===== src/rtl/cascade_time_counter_pkg.sv =====
// Shared constants for the cascaded modulo time counter.
// Direction/mode encodings and the default HH:MM:SS geometry.
package cascade_time_counter_pkg;

    localparam logic CNT_UP       = 1'b1;
    localparam logic CNT_DOWN     = 1'b0;
    localparam logic MODE_WRAP    = 1'b0;
    localparam logic MODE_ONESHOT = 1'b1;

    localparam int DEF_N_STAGES = 3;
    localparam int DEF_CW       = 6;
    localparam logic [DEF_N_STAGES*DEF_CW-1:0] DEF_MODS =
        {6'd24, 6'd60, 6'd60};

endpackage


===== src/rtl/cascade_time_counter_if.sv =====
// Control/status bundle of the cascaded time counter.
// master drives en/up_down/mode/load/load_val/hold; slave returns count/stage_tc/carry_out/done.
interface cascade_time_counter_if #(
    parameter int N_STAGES = 3,
    parameter int CW       = 6
);
    logic                   en;
    logic                   up_down;
    logic                   mode;
    logic                   load;
    logic [N_STAGES*CW-1:0] load_val;
    logic                   hold;
    logic [N_STAGES*CW-1:0] count;
    logic [N_STAGES-1:0]    stage_tc;
    logic                   carry_out;
    logic                   done;

    modport master (
        output en, up_down, mode, load, load_val, hold,
        input  count, stage_tc, carry_out, done
    );

    modport slave (
        input  en, up_down, mode, load, load_val, hold,
        output count, stage_tc, carry_out, done
    );
endinterface


===== src/rtl/cascade_time_counter_stage.sv =====
// One modulo up/down stage: steps on ci, loads a clamped preset on load.
// Ports: clk, rst_a_n, ci (step), up_down, load, load_val, q (value), tc (terminal).
module mod_stage
    import cascade_time_counter_pkg::*;
#(
    parameter int CW  = 6,
    parameter int MOD = 60
) (
    input  logic          clk,
    input  logic          rst_a_n,
    input  logic          ci,
    input  logic          up_down,
    input  logic          load,
    input  logic [CW-1:0] load_val,
    output logic [CW-1:0] q,
    output logic          tc
);
    localparam logic [CW-1:0] MAX = CW'(MOD - 1);

    logic [CW-1:0] q_d;
    logic [CW-1:0] q_q;

    always_comb begin
        q_d = q_q;
        if (load) begin
            // Out-of-range presets saturate to the top of the range.
            q_d = (load_val > MAX) ? MAX : load_val;
        end else if (ci) begin
            if (up_down == CNT_UP) begin
                q_d = (q_q == MAX) ? '0 : q_q + CW'(1);
            end else begin
                q_d = (q_q == '0) ? MAX : q_q - CW'(1);
            end
        end
    end

    always_ff @(posedge clk or negedge rst_a_n) begin
        if (!rst_a_n) begin
            q_q <= '0;
        end else begin
            q_q <= q_d;
        end
    end

    assign q  = q_q;
    assign tc = (up_down == CNT_UP) ? (q_q == MAX) : (q_q == '0);

endmodule


===== src/rtl/cascade_time_counter.sv =====
// Cascaded modulo up/down counter (default HH:MM:SS) with preset, hold and one-shot.
// Ports: clk, rst_a_n (async, active-low), bus (slave: controls in, count/flags out).
module cascade_time_counter
    import cascade_time_counter_pkg::*;
#(
    parameter int                     N_STAGES = DEF_N_STAGES,
    parameter int                     CW       = DEF_CW,
    parameter logic [N_STAGES*CW-1:0] MODS     = DEF_MODS
) (
    input  logic                  clk,
    input  logic                  rst_a_n,
    cascade_time_counter_if.slave bus
);
    logic [N_STAGES-1:0] tc;
    logic [N_STAGES-1:0] ci;
    logic                all_tc;
    logic                step;
    logic                step_go;
    logic                acc;
    logic                done_d;
    logic                done_q;
    logic                carry_d;
    logic                carry_q;

    assign all_tc = &tc;
    assign step   = bus.en & ~bus.hold & ~done_q;
    // One-shot at terminal freezes the chain instead of wrapping.
    assign step_go = step & ~(bus.mode & all_tc) & ~bus.load;

    // Ripple enable: stage k steps only if every lower stage is at terminal.
    always_comb begin
        ci  = '0;
        acc = step_go;
        for (int k = 0; k < N_STAGES; k++) begin
            ci[k] = acc;
            acc   = acc & tc[k];
        end
    end

    for (genvar k = 0; k < N_STAGES; k++) begin : g_stage
        localparam int M = int'(MODS[k*CW +: CW]);
        mod_stage #(
            .CW  (CW),
            .MOD (M)
        ) u_stage (
            .clk      (clk),
            .rst_a_n  (rst_a_n),
            .ci       (ci[k]),
            .up_down  (bus.up_down),
            .load     (bus.load),
            .load_val (bus.load_val[k*CW +: CW]),
            .q        (bus.count[k*CW +: CW]),
            .tc       (tc[k])
        );
    end

    always_comb begin
        done_d  = done_q;
        carry_d = 1'b0;
        if (bus.load) begin
            done_d = 1'b0;
        end else if (bus.hold) begin
            done_d = done_q;
        end else if (bus.mode == MODE_WRAP) begin
            done_d  = 1'b0;
            carry_d = step & all_tc;
        end else if (step & all_tc) begin
            done_d = 1'b1;
        end
    end

    always_ff @(posedge clk or negedge rst_a_n) begin
        if (!rst_a_n) begin
            done_q  <= 1'b0;
            carry_q <= 1'b0;
        end else begin
            done_q  <= done_d;
            carry_q <= carry_d;
        end
    end

    assign bus.stage_tc  = tc;
    assign bus.done      = done_q;
    assign bus.carry_out = carry_q;

endmodule


===== src/flat_wrapper.sv =====
// flat-port wrapper written by rule: the top's interface ports become plain ports
module cascade_time_counter_flat import cascade_time_counter_pkg::*;
#(
    parameter int                     N_STAGES = DEF_N_STAGES,
    parameter int                     CW       = DEF_CW,
    parameter logic [N_STAGES*CW-1:0] MODS     = DEF_MODS
)
  (clk, rst_a_n, bus_en, bus_up_down, bus_mode, bus_load, bus_load_val, bus_hold, bus_count, bus_stage_tc, bus_carry_out, bus_done);
  cascade_time_counter_if #(.N_STAGES(N_STAGES), .CW(CW)) bus_i ();
  input  logic clk;
  input  logic rst_a_n;
  input wire logic [$bits(bus_i.en)-1:0] bus_en;
  input wire logic [$bits(bus_i.up_down)-1:0] bus_up_down;
  input wire logic [$bits(bus_i.mode)-1:0] bus_mode;
  input wire logic [$bits(bus_i.load)-1:0] bus_load;
  input wire logic [$bits(bus_i.load_val)-1:0] bus_load_val;
  input wire logic [$bits(bus_i.hold)-1:0] bus_hold;
  output wire logic [$bits(bus_i.count)-1:0] bus_count;
  output wire logic [$bits(bus_i.stage_tc)-1:0] bus_stage_tc;
  output wire logic [$bits(bus_i.carry_out)-1:0] bus_carry_out;
  output wire logic [$bits(bus_i.done)-1:0] bus_done;
  assign bus_i.en = bus_en;
  assign bus_i.up_down = bus_up_down;
  assign bus_i.mode = bus_mode;
  assign bus_i.load = bus_load;
  assign bus_i.load_val = bus_load_val;
  assign bus_i.hold = bus_hold;
  assign bus_count = bus_i.count;
  assign bus_stage_tc = bus_i.stage_tc;
  assign bus_carry_out = bus_i.carry_out;
  assign bus_done = bus_i.done;
  cascade_time_counter #(.N_STAGES(N_STAGES), .CW(CW), .MODS(MODS)) u_core (.clk(clk), .rst_a_n(rst_a_n), .bus(bus_i));
endmodule

===== config.mk =====
export PLATFORM = sky130hd
export DESIGN_NAME = cascade_time_counter_flat
export DESIGN_NICKNAME = d
export VERILOG_FILES = /design/src/rtl/cascade_time_counter_pkg.sv /design/src/rtl/cascade_time_counter_if.sv /design/src/rtl/cascade_time_counter_stage.sv /design/src/rtl/cascade_time_counter.sv /design/src/flat_wrapper.sv
export SDC_FILE = /design/constraint.sdc
export NUM_CORES = 1
export LEC_CHECK = 0
export BUFFER_PORTS_ARGS = -buffer_cell sky130_fd_sc_hd__buf_4
export CAP_MARGIN = 30
export CORE_MARGIN = 5
export CORE_UTILIZATION = 59
export DETAILED_ROUTE_END_ITERATION = 8
export GPL_TIMING_DRIVEN = 0
export HOLD_SLACK_MARGIN = 0.02
export PLACE_DENSITY_LB_ADDON = 0.1
export SYNTH_ARGS = -nofsm -noshare
export SYNTH_HDL_FRONTEND = slang
export SYNTH_HIERARCHICAL = 1
export SYNTH_SLANG_ARGS = --single-unit

===== constraint.sdc =====
create_clock -name clk -period 3.4 [get_ports clk]
set_input_delay 0.17 -clock clk [delete_from_list [all_inputs] [get_ports clk]]
set_output_delay 0.17 -clock clk [all_outputs]
set_load 0.05 [all_outputs]

==> impl_metrics.yaml, run 1 <==
yosys:
  synth-edff-count: 0
  syn-cell-area_um2: 2080
  netlist.area_leader.share_pct: 24.0
  seq_area_frac_synth_pct: 24.0
  ys.flop_type: "dfrtp_1"
  avgSynthCellArea_um2: 7.99
  yosysWarnings: 6
  synth_cell_types: 51
  ys_ff_latch: 20
  synthCells: 261
  yosysMostFrequentCell: "a21oi_1"
  synth_top_cells_by_area: "dfrtp_1 (24%), a21oi_1 (6.0%), ha_1 (5.4%)"
  async_reset_ff_share_pct: 100
  yosysTopAreaCell: "dfrtp_1"
  syn-num-nets: 295
  synth_common_cells: "a21oi_1 (25), inv_1 (21), dfrtp_1 (20)"
setup_path:
  cp.arrival_ps: 2870
  required_ps: 3570
  critical_path.max_stage_delay_ps: 480
  cp_num_buf_inv: 2
  critical_path.top_delay_family: "simple AND/OR/NAND/NOR gates"
  crit_fanout: 10
  startpoint: "u_core/g_stage[2].u_stage/q[0]"
  cp_cell_sequence: "inv_1 -> ha_1 -> nor3b_2 -> nand3b_1 -> o21ai_1 -> a41oi_1 -> buf_2 -> or3_1 -> o21ai_0 -> nand4b_1 -> o21ai_0"
  criticalPathCategory: "reg2reg"
  reg2reg_slack_ps: 700
  start_kind: "flip-flop"
  crit_top_cell: "o21ai_0"
  timing.rr.start: "u_core/g_stage[2].u_stage/q[0]"
  cpMaxStageDelayCell: "dfrtp_1"
  end_kind: "flip-flop"
global_routing:
  grt_pass1_vias: 2048
  grt-ovfl-total: 0
  track_usage_pct: 22.7
  antenna_found_initial: 0
  grt_max_degree: 21
  grt_first_pass_wirelength_mm: 9.36
routing:
  vias_per_cell: 6.08
  drt-initial-drc-count: 220
  final_antenna_net_count: 0
  drcViolationCount: 0
  via_count: 2181
  wire_per_inst_um: 15.5
  dr.pass1.iters: 5
  postRouteWirelength_mm: 5.58
cells_and_area:
  fin_util_pct: 75.0
  final-instance-count-excl-fill: 359
  drive_above_1_share_pct: 27.2
  n_antenna_cell: 0
  multi_input_area_um2: 1330
  ff_latch_area_um2: 500
  fillers: 294
  nNetsFinal: 348
  syn_to_final_growth_pct: 21.9
worst_hold_path:
  min_from: "bus_hold"
  hp-class: "in2reg"
clock_tree:
  h-tree-depth: 1
  cts_buffer_depth: 2
  holdBufCountCts: 1
  clk-insertion-delay-late_ps: 290
  clock-sinks: 20
  root_buffer: "clkbuf_4"
  clkTransAtPathRegs_ps: 120
  cts_setup_buffers: 0
  post_cts_resized: 0
  cts_buffers: 3
  cts_tree: "yes"
floorplanning:
  io_pins: 48
  design.die.area_um2: 4820
  core_area_um2: 3390
  die_height_um: 69.4
  die-width_um: 69.4
  start_util_pct: 61.5
  row_count: 21
power:
  powerDensity_nw_per_um2: 336
  pwr-share-comb_pct: 50.1
  p_leak_nw: 1.09
  report.power.total_mw: 0.854
  ir_worst_vdd_mv: 0.229
  power.share.sequential_pct: 33.8
  intPower_mw: 0.494
  clkPwrFrac_pct: 16.1
  p_sw_share_pct: 42.2
  power.switching_mw: 0.360
place:
  placed_cells: 354
  dp_hpwl_mm: 4.12
  finalWeightedCongestion: 0.915
  port_buffers: 47
sta:
  hold_violations: 0
  tightestPinTransition_ps: 504
  finalWorstPathRequiredPeriod_ps: 2700
  setup_viol: 0
  setup_tns_ps: 0
  period_share_pct: 79.4
  rsz0062_at_grt: "no"
  skew_ps: 6.39
  max_freq_mhz: 371
  timing.hold.ws_ps: 53.1
  max_slew_margin_pct: 66.2
  final_max_slew_viol_count: 0
flow_run:
  drv_cap: 0
status:
  outcome: "finished, final reports clean"
==> power groups by stage <==
| stage | Sequential, mW | Combinational (mW) | Clock (mW) |
|---|---|---|---|
| global placement | 0.293 | 0.415 | 0 |
| global route | 0.293 | 0.463 | 0.154 |
| CTS | 0.288 | 0.424 | 0.144 |
| finish | 0.289 | 0.428 | 0.137 |
| floorplan | 0.367 | 0.225 | 0 |
| detailed placement | 0.293 | 0.422 | 0 |
==> layout by cell type, fill, tap and decap left out, types with 7 or more instances in the layout <==
cell / instances
buf_4: 52
xnor2_1: 8
a21oi_1: 25
o22ai_1: 7
dfrtp_1: 20
nor2_1: 16
inv_1: 21
nand2_1: 14
buf_2: 7
nand3_1: 16
o21ai_1: 9
o21ai_0: 12
ha_1: 9
==> per-layer routing <==
layer  global-route usage, %  share of wire [%]  vias to the layer above
met2                    39.2                 50                       72
met4                    4.99               0.77                        0
met5                       0                  0                        -
met3                    3.48                6.0                        4
li1                        -                  -                     1079
met1                    29.8                 44                     1026
==> worst paths after layout <==
kind                                             endpoint  cells after the start
setup / recovery           u_core/g_stage[0].u_stage/q[3]                     11
hold / removal                       u_core/bus.carry_out                      2
setup reg to reg           u_core/g_stage[0].u_stage/q[3]                     11
hold reg to reg                           u_core/bus.done                      2
max in group asynchronous  u_core/g_stage[2].u_stage/q[0]                      2
min in group asynchronous  u_core/g_stage[0].u_stage/q[4]                      2
==> layout make-up <==
cell class	count	area share (%)
Buffer	22	7.09
Tap cell	46	2.26
Inverter	21	3.10
Sequential cell	20	19.7
Multi-Input combinational cell	198	52.1
Timing Repair Buffer	48	14.3
Clock buffer	4	1.43
==> cell families (layout without fill, tap and decap cells) <==
family / count (synthesis) / in the layout / share of synthesized area, %
buf+inv: 43 / 95 / 12.4
compound gates: 86 / 86 / 26.5
simple gates: 88 / 88 / 24.7
flops: 20 / 20 / 24.0
mux: 7 / 7 / 3.54
xor+xnor: 8 / 8 / 3.36
fa+ha+maj: 9 / 9 / 5.40
==> per-stage QoR <==
step / cell area, µm² / setup WS, ps
3_3_place_gp: 2490 / 869
5_1_grt: 2540 / 484
2_1_floorplan: 2080 / 242
3_5_place_dp: 2490 / 811
6_report: 2540 / 701
4_1_cts: 2540 / 782
==> sequential cells by signal (all words and copies together) (netlist names) <==
signal                    cells
u_core/bus.carry_out          1
u_core/bus.done               1
u_core/g_stage.u_stage/q     18
(Power assumes the default switching activity.)
==> run 2, diff against run 1 <==
CORE_UTILIZATION = 55   (was 59)
clock period = 2.5 ns   (was 3.4 ns; I/O delays follow)
==> run 2 against run 1 <==
Clock power grew 90%. Clock skew is 2.4 ps lower. Flip-flop and latch count is the same. Combinational power grew 43%. Setup slack lost 590 ps. Maximum frequency up 13%. Hold slack better by 5.2 ps. Largest power group unchanged. First-iteration DRC count rose by 4.1%. Cell count is 2.2% higher.
==> impl_metrics.yaml, run 2 (same netlist as run 1, synthesis figures left out) <==
setup_path:
  critical_path.max_stage_delay_ps: 470
  cp.arrival_ps: 2530
  reg2reg_slack_ps: 110
  regToRegEndpoint: "u_core/g_stage[1].u_stage/q[3]"
  crit_top_cell: "o21ai_0"
  timing.rr.start: "u_core/g_stage[2].u_stage/q[0]"
  crit_fanout: 10
  cp_cell_sequence: "inv_2 -> ha_1 -> nor3b_4 -> nand3b_1 -> o21ai_4 -> a311oi_1 -> buf_2 -> or3_1 -> o21ai_0 -> nand4b_1 -> o21ai_0"
  end_kind: "flip-flop"
  crit_path_end: "u_core/g_stage[1].u_stage/q[3]"
  required_ps: 2640
  worstRegToRegCells: 11
  start_kind: "flip-flop"
  criticalPathCategory: "reg2reg"
  cpMaxStageDelayCell: "dfrtp_2"
  startpoint: "u_core/g_stage[2].u_stage/q[0]"
place:
  finalWeightedCongestion: 0.939
  post-place-ws_ps: 93.2
  placed_cells: 356
  dp_hpwl_mm: 4.25
  port_buffers: 47
sta:
  max_freq_mhz: 419
  max_slew_margin_pct: 65.1
  period_share_pct: 95.5
  skew_ps: 4.01
  finalWorstPathRequiredPeriod_ps: 2390
  finalWorstSetupSlack_ps: 114
  setup_tns_ps: 0
  setup_viol: 0
  final_max_slew_viol_count: 0
  tightestPinTransition_ps: 524
  hold_violations: 0
clock_tree:
  root_buffer: "clkbuf_8"
  cts_tree: "yes"
  clk-insertion-delay-late_ps: 260
  h-tree-depth: 1
  cts_buffers: 3
  clock-sinks: 20
  clkTransAtPathRegs_ps: 80
  cts_buffer_depth: 2
routing:
  dr.pass1.iters: 5
  vias_per_cell: 6.21
  drt-initial-drc-count: 229
  via_count: 2279
  postRouteWirelength_mm: 5.89
  final_antenna_net_count: 0
  wire_per_inst_um: 16.0
  drcViolationCount: 0
floorplanning:
  die-width_um: 71.6
  start_util_pct: 56.9
  io_pins: 48
  row_count: 22
  design.die.area_um2: 5120
  core_area_um2: 3660
  die_height_um: 71.6
cells_and_area:
  layout_common_cells: "buf_4 (58), a21oi_1 (25), inv_1 (20), nand3_1 (16), nor2_1 (15)"
  nNetsFinal: 354
  n_antenna_cell: 0
  final_common_cell: "buf_4"
  largest_reg_flops: 18
  drive_above_1_share_pct: 34.2
  final-instance-count-excl-fill: 367
  syn_to_final_growth_pct: 28.3
global_routing:
  antenna_found_initial: 0
  grt-ovfl-total: 0
  grt_first_pass_wirelength_mm: 9.32
  grt_pass1_vias: 2037
  track_usage_pct: 22.0
  grt_max_degree: 21
power:
  powerDensity_nw_per_um2: 472
  report.power.total_mw: 1.26
  ir_worst_vdd_mv: 0.284
  p_leak_nw: 1.12
flow_run:
  drv_cap: 0
status:
  outcome: "finished, final reports clean"
worst_hold_path:
  hp-class: "in2reg"
## run 2: cell types whose count changed in the layout (fill, tap and decap cells not counted), moves of 2 or more
cell / change
buf_4: +6
clkbuf_4: -3
clkbuf_8: +3
dfrtp_1: -7
dfrtp_2: +7
ha_1: -3
ha_2: +3
nand2_1: -2
nand2_4: +2
nor3_1: -2
nor3_2: +2
## run 2: through the flow
step / instance area (µm²) / hold slack (ps) / utilization (%)
floorplan: 2120 / -171 / -
global placement: 2530 / 27.2 / 69.2
detailed placement: 2530 / 26.7 / 69.2
CTS: 2600 / 52.7 / 71.0
global route: 2670 / 59.1 / 73.0
finish: 2670 / 58.3 / 73.0
## run 2: area by class of cell
class | count | area [µm²]
multi-input combinational | 198 | 1380
inverter | 21 | 78.8
buffer | 22 | 180
sequential | 20 | 509
timing repair buffer | 54 | 408
clock buffer | 4 | 55.1
fill | 313 | 987
tap | 48 | 60.1
## run 2: worst min path at each step
stage | from | to | depth (start not counted)
after global routing | bus_hold | u_core/bus.carry_out | 2
after floorplan | rst_a_n | u_core/bus.carry_out | 0
after detailed placement | rst_a_n | u_core/g_stage[0].u_stage/q[2] | 1
after global placement | rst_a_n | u_core/g_stage[0].u_stage/q[2] | 1
final | bus_hold | u_core/bus.carry_out | 2
after CTS | bus_hold | u_core/bus.carry_out | 2
## run 2: repair_timing
item,4_1_cts,5_1_grt
endpoints found under the hold margin,20,0
endpoints found under the setup margin,0,5
hold buffers,1,0
buffers inserted,0,6
resized for setup,0,9
## run 2: power by group
part	internal, mW	total (mW)	leakage [nW]	switching (mW)
Sequential	0.356	0.393	0.231	0.0368
Clock	0.140	0.260	0.0288	0.120
Combinational	0.244	0.610	0.862	0.366
Total	0.740	1.26	1.12	0.523
## run 2: routing by layer
layer | track usage, % | routed length [µm] | vias to the layer above | share of wire (%)
li1 | - | - | 1088 | -
met1 | 30.7 | 2510 | 1052 | 43
met2 | 36.3 | 2800 | 129 | 48
met5 | 0 | 0 | - | 0
met4 | 5.64 | 78 | 0 | 1.3
met3 | 2.24 | 499 | 10 | 8.5
## run 2: critical path: cells and delay by family, from the launching register on
kind	cells	cell delay [ps]
simple gates	4	870
compound gates	4	480
buf+inv	2	310
flops	1	470
fa+ha+maj	1	150
==> run 3, diff against run 2 <==
BUFFER_PORTS_ARGS = -buffer_cell sky130_fd_sc_hd__buf_2   (was -buffer_cell sky130_fd_sc_hd__buf_4)
GPL_ROUTABILITY_DRIVEN = 0   (was not set)
==> run 3 against run 2 <==
Power shrank 3.3%. Cell count shrank 0.27%. Setup slack lost 51 ps. Wire length shrank 3.8%. Clock skew shrank 1.2 ps. Global-route usage shrank 0.14 points. Combinational power shrank 6.1%. Hold slack gained 7.8 ps. Largest cell class unchanged. Highest routed layer unchanged.
==> impl_metrics.yaml, run 3 (same netlist as run 1, synthesis figures left out) <==
cells_and_area:
  final-instance-count-excl-fill: 366
  syn_to_final_growth_pct: 21.9
  nNetsFinal: 353
  layout_common_cells: "buf_2 (53), a21oi_1 (25), inv_1 (20), nand3_1 (16), nor2_1 (16)"
  n_antenna_cell: 0
  final_common_cell: "buf_2"
  drive_above_1_share_pct: 33.0
  fin_util_pct: 69.4
  ff_latch_area_um2: 509
  multi_input_area_um2: 1370
  fillers: 328
  largest_reg_flops: 18
sta:
  setup_tns_ps: 0
  tightestPinTransition_ps: 532
  setup_viol: 0
  finalWorstPathRequiredPeriod_ps: 2440
  timing.hold.ws_ps: 66.1
  max_slew_margin_pct: 64.5
  hold_violations: 0
  skew_ps: 2.77
  max_freq_mhz: 410
  final_max_slew_viol_count: 0
  rsz0062_at_grt: "yes"
  period_share_pct: 97.5
power:
  power.switching_mw: 0.513
  p_leak_nw: 1.08
  p_sw_share_pct: 42.0
  pwr-share-comb_pct: 47.0
  clkPwrFrac_pct: 20.8
  powerDensity_nw_per_um2: 481
  power.share.sequential_pct: 32.2
  intPower_mw: 0.708
  report.power.total_mw: 1.22
  ir_worst_vdd_mv: 0.360
worst_hold_path:
  hold_path_depth: 2
  hp-class: "in2reg"
clock_tree:
  h-tree-depth: 1
  cts_buffers: 3
  cts_tree: "yes"
  clock-sinks: 20
  cts_buffer_depth: 2
  clk-insertion-delay-late_ps: 260
  root_buffer: "clkbuf_8"
  clkTransAtPathRegs_ps: 80
setup_path:
  critical_path.top_delay_family: "simple AND/OR/NAND/NOR gates"
  cp_cell_sequence: "inv_2 -> ha_1 -> nor3b_4 -> nand3b_1 -> o21ai_4 -> a41oi_1 -> clkbuf_4 -> or3_1 -> o21ai_0 -> nand4b_1 -> o21ai_0"
  cp.arrival_ps: 2570
  start_kind: "flip-flop"
  crit_fanout: 10
  end_kind: "flip-flop"
  cp_num_buf_inv: 2
  crit_top_cell: "o21ai_0"
  required_ps: 2640
  cpMaxStageDelayCell: "dfrtp_2"
  criticalPathCategory: "reg2reg"
  path_depth: 11
  worstRegToRegCells: 11
  critical_path.max_stage_delay_ps: 470
global_routing:
  grt_pass1_vias: 2066
  grt_max_degree: 21
  use_met2_pct: 35.7
  track_usage_pct: 21.9
  antenna_found_initial: 0
  gr-usage-met3_pct: 3.65
  grt-ovfl-total: 0
  grt_use_met1_pct: 29.6
  grt_busiest_layer: "met2"
  grt_first_pass_wirelength_mm: 9.23
floorplanning:
  core_area_um2: 3660
  io_pins: 48
  start_util_pct: 56.9
  row_count: 22
  die-width_um: 71.6
  design.die.area_um2: 5120
  die_height_um: 71.6
routing:
  postRouteWirelength_mm: 5.66
  drcViolationCount: 0
  dr.pass1.iters: 4
  wire_per_inst_um: 15.5
  via_count: 2233
  drt-initial-drc-count: 163
  final_antenna_net_count: 0
  vias_per_cell: 6.10
place:
  port_buffers: 47
  dp_hpwl_mm: 4.18
  placed_cells: 356
status:
  outcome: "finished, final reports clean"
flow_run:
  drv_cap: 0
-- run 3: changes by cell type in the layout (fill, tap and decap cells not counted) --
cell and change:
buf_2 +46, ha_2 -1, clkbuf_4 +1, nor2_2 -1
a211oi_2 -1, nor2_1 +1, buf_4 -48, ha_1 +1
a211oi_1 +1
-- run 3: final timing paths --
kind,from,end,slack [ps]
min reg2reg,u_core/bus.done,u_core/bus.done,590
min,bus_hold,u_core/bus.carry_out,70
max,u_core/g_stage[2].u_stage/q[0],u_core/g_stage[0].u_stage/q[3],60
min in group asynchronous,rst_a_n,u_core/g_stage[0].u_stage/q[2],350
max reg2reg,u_core/g_stage[2].u_stage/q[0],u_core/g_stage[0].u_stage/q[3],60
max in group asynchronous,rst_a_n,u_core/g_stage[2].u_stage/q[4],1800
-- run 3: through the flow --
| stage | worst slack [ps] | instance area [µm²] |
|---|---|---|
| 5_1_grt | -71.5 | 2540 |
| 3_3_place_gp | 104 | 2410 |
| 3_5_place_dp | 60.5 | 2410 |
| 4_1_cts | 40.4 | 2480 |
| 2_1_floorplan | -6.38 | 2120 |
| 6_report | 62.9 | 2540 |
-- run 3: cell type report --
class	count	share of cell area, %
well taps	48	2.36
multi-input cells	198	54.0
flip-flops and latches	20	20.0
repair buffers	53	11.1
inverters	21	3.10
plain buffers	22	7.19
clock buffers	4	2.17
-- run 3: metal layers --
layer	vias up	part of all wire [%]
met5	-	0
met4	0	1.2
met3	8	7.3
met2	102	46
met1	1034	45
li1	1089	-
-- run 3: worst reg2reg max path, cell delays in order (launching register included) --
cell,delay (ps)
dfrtp_2,470
inv_2,100
ha_1,150
nor3b_4,230
nand3b_1,190
o21ai_4,140
a41oi_1,170
clkbuf_4,210
or3_1,300
o21ai_0,120
nand4b_1,150
o21ai_0,90
-- run 3: repair_timing --
item | 4_1_cts | 5_1_grt
hold buffers | 1 | 0
resized for setup | 0 | 7
endpoints found under the hold margin | 20 | 0
buffers inserted | 0 | 5
setup endpoints to repair | 0 | 3
-- run 3: power groups by stage --
stage / Sequential, mW / Clock (mW) / Combinational (mW)
global placement: 0.399 / 0 / 0.539
finish: 0.394 / 0.254 / 0.573
floorplan: 0.502 / 0 / 0.309
global route: 0.399 / 0.274 / 0.618
CTS: 0.393 / 0.259 / 0.551
detailed placement: 0.399 / 0 / 0.547
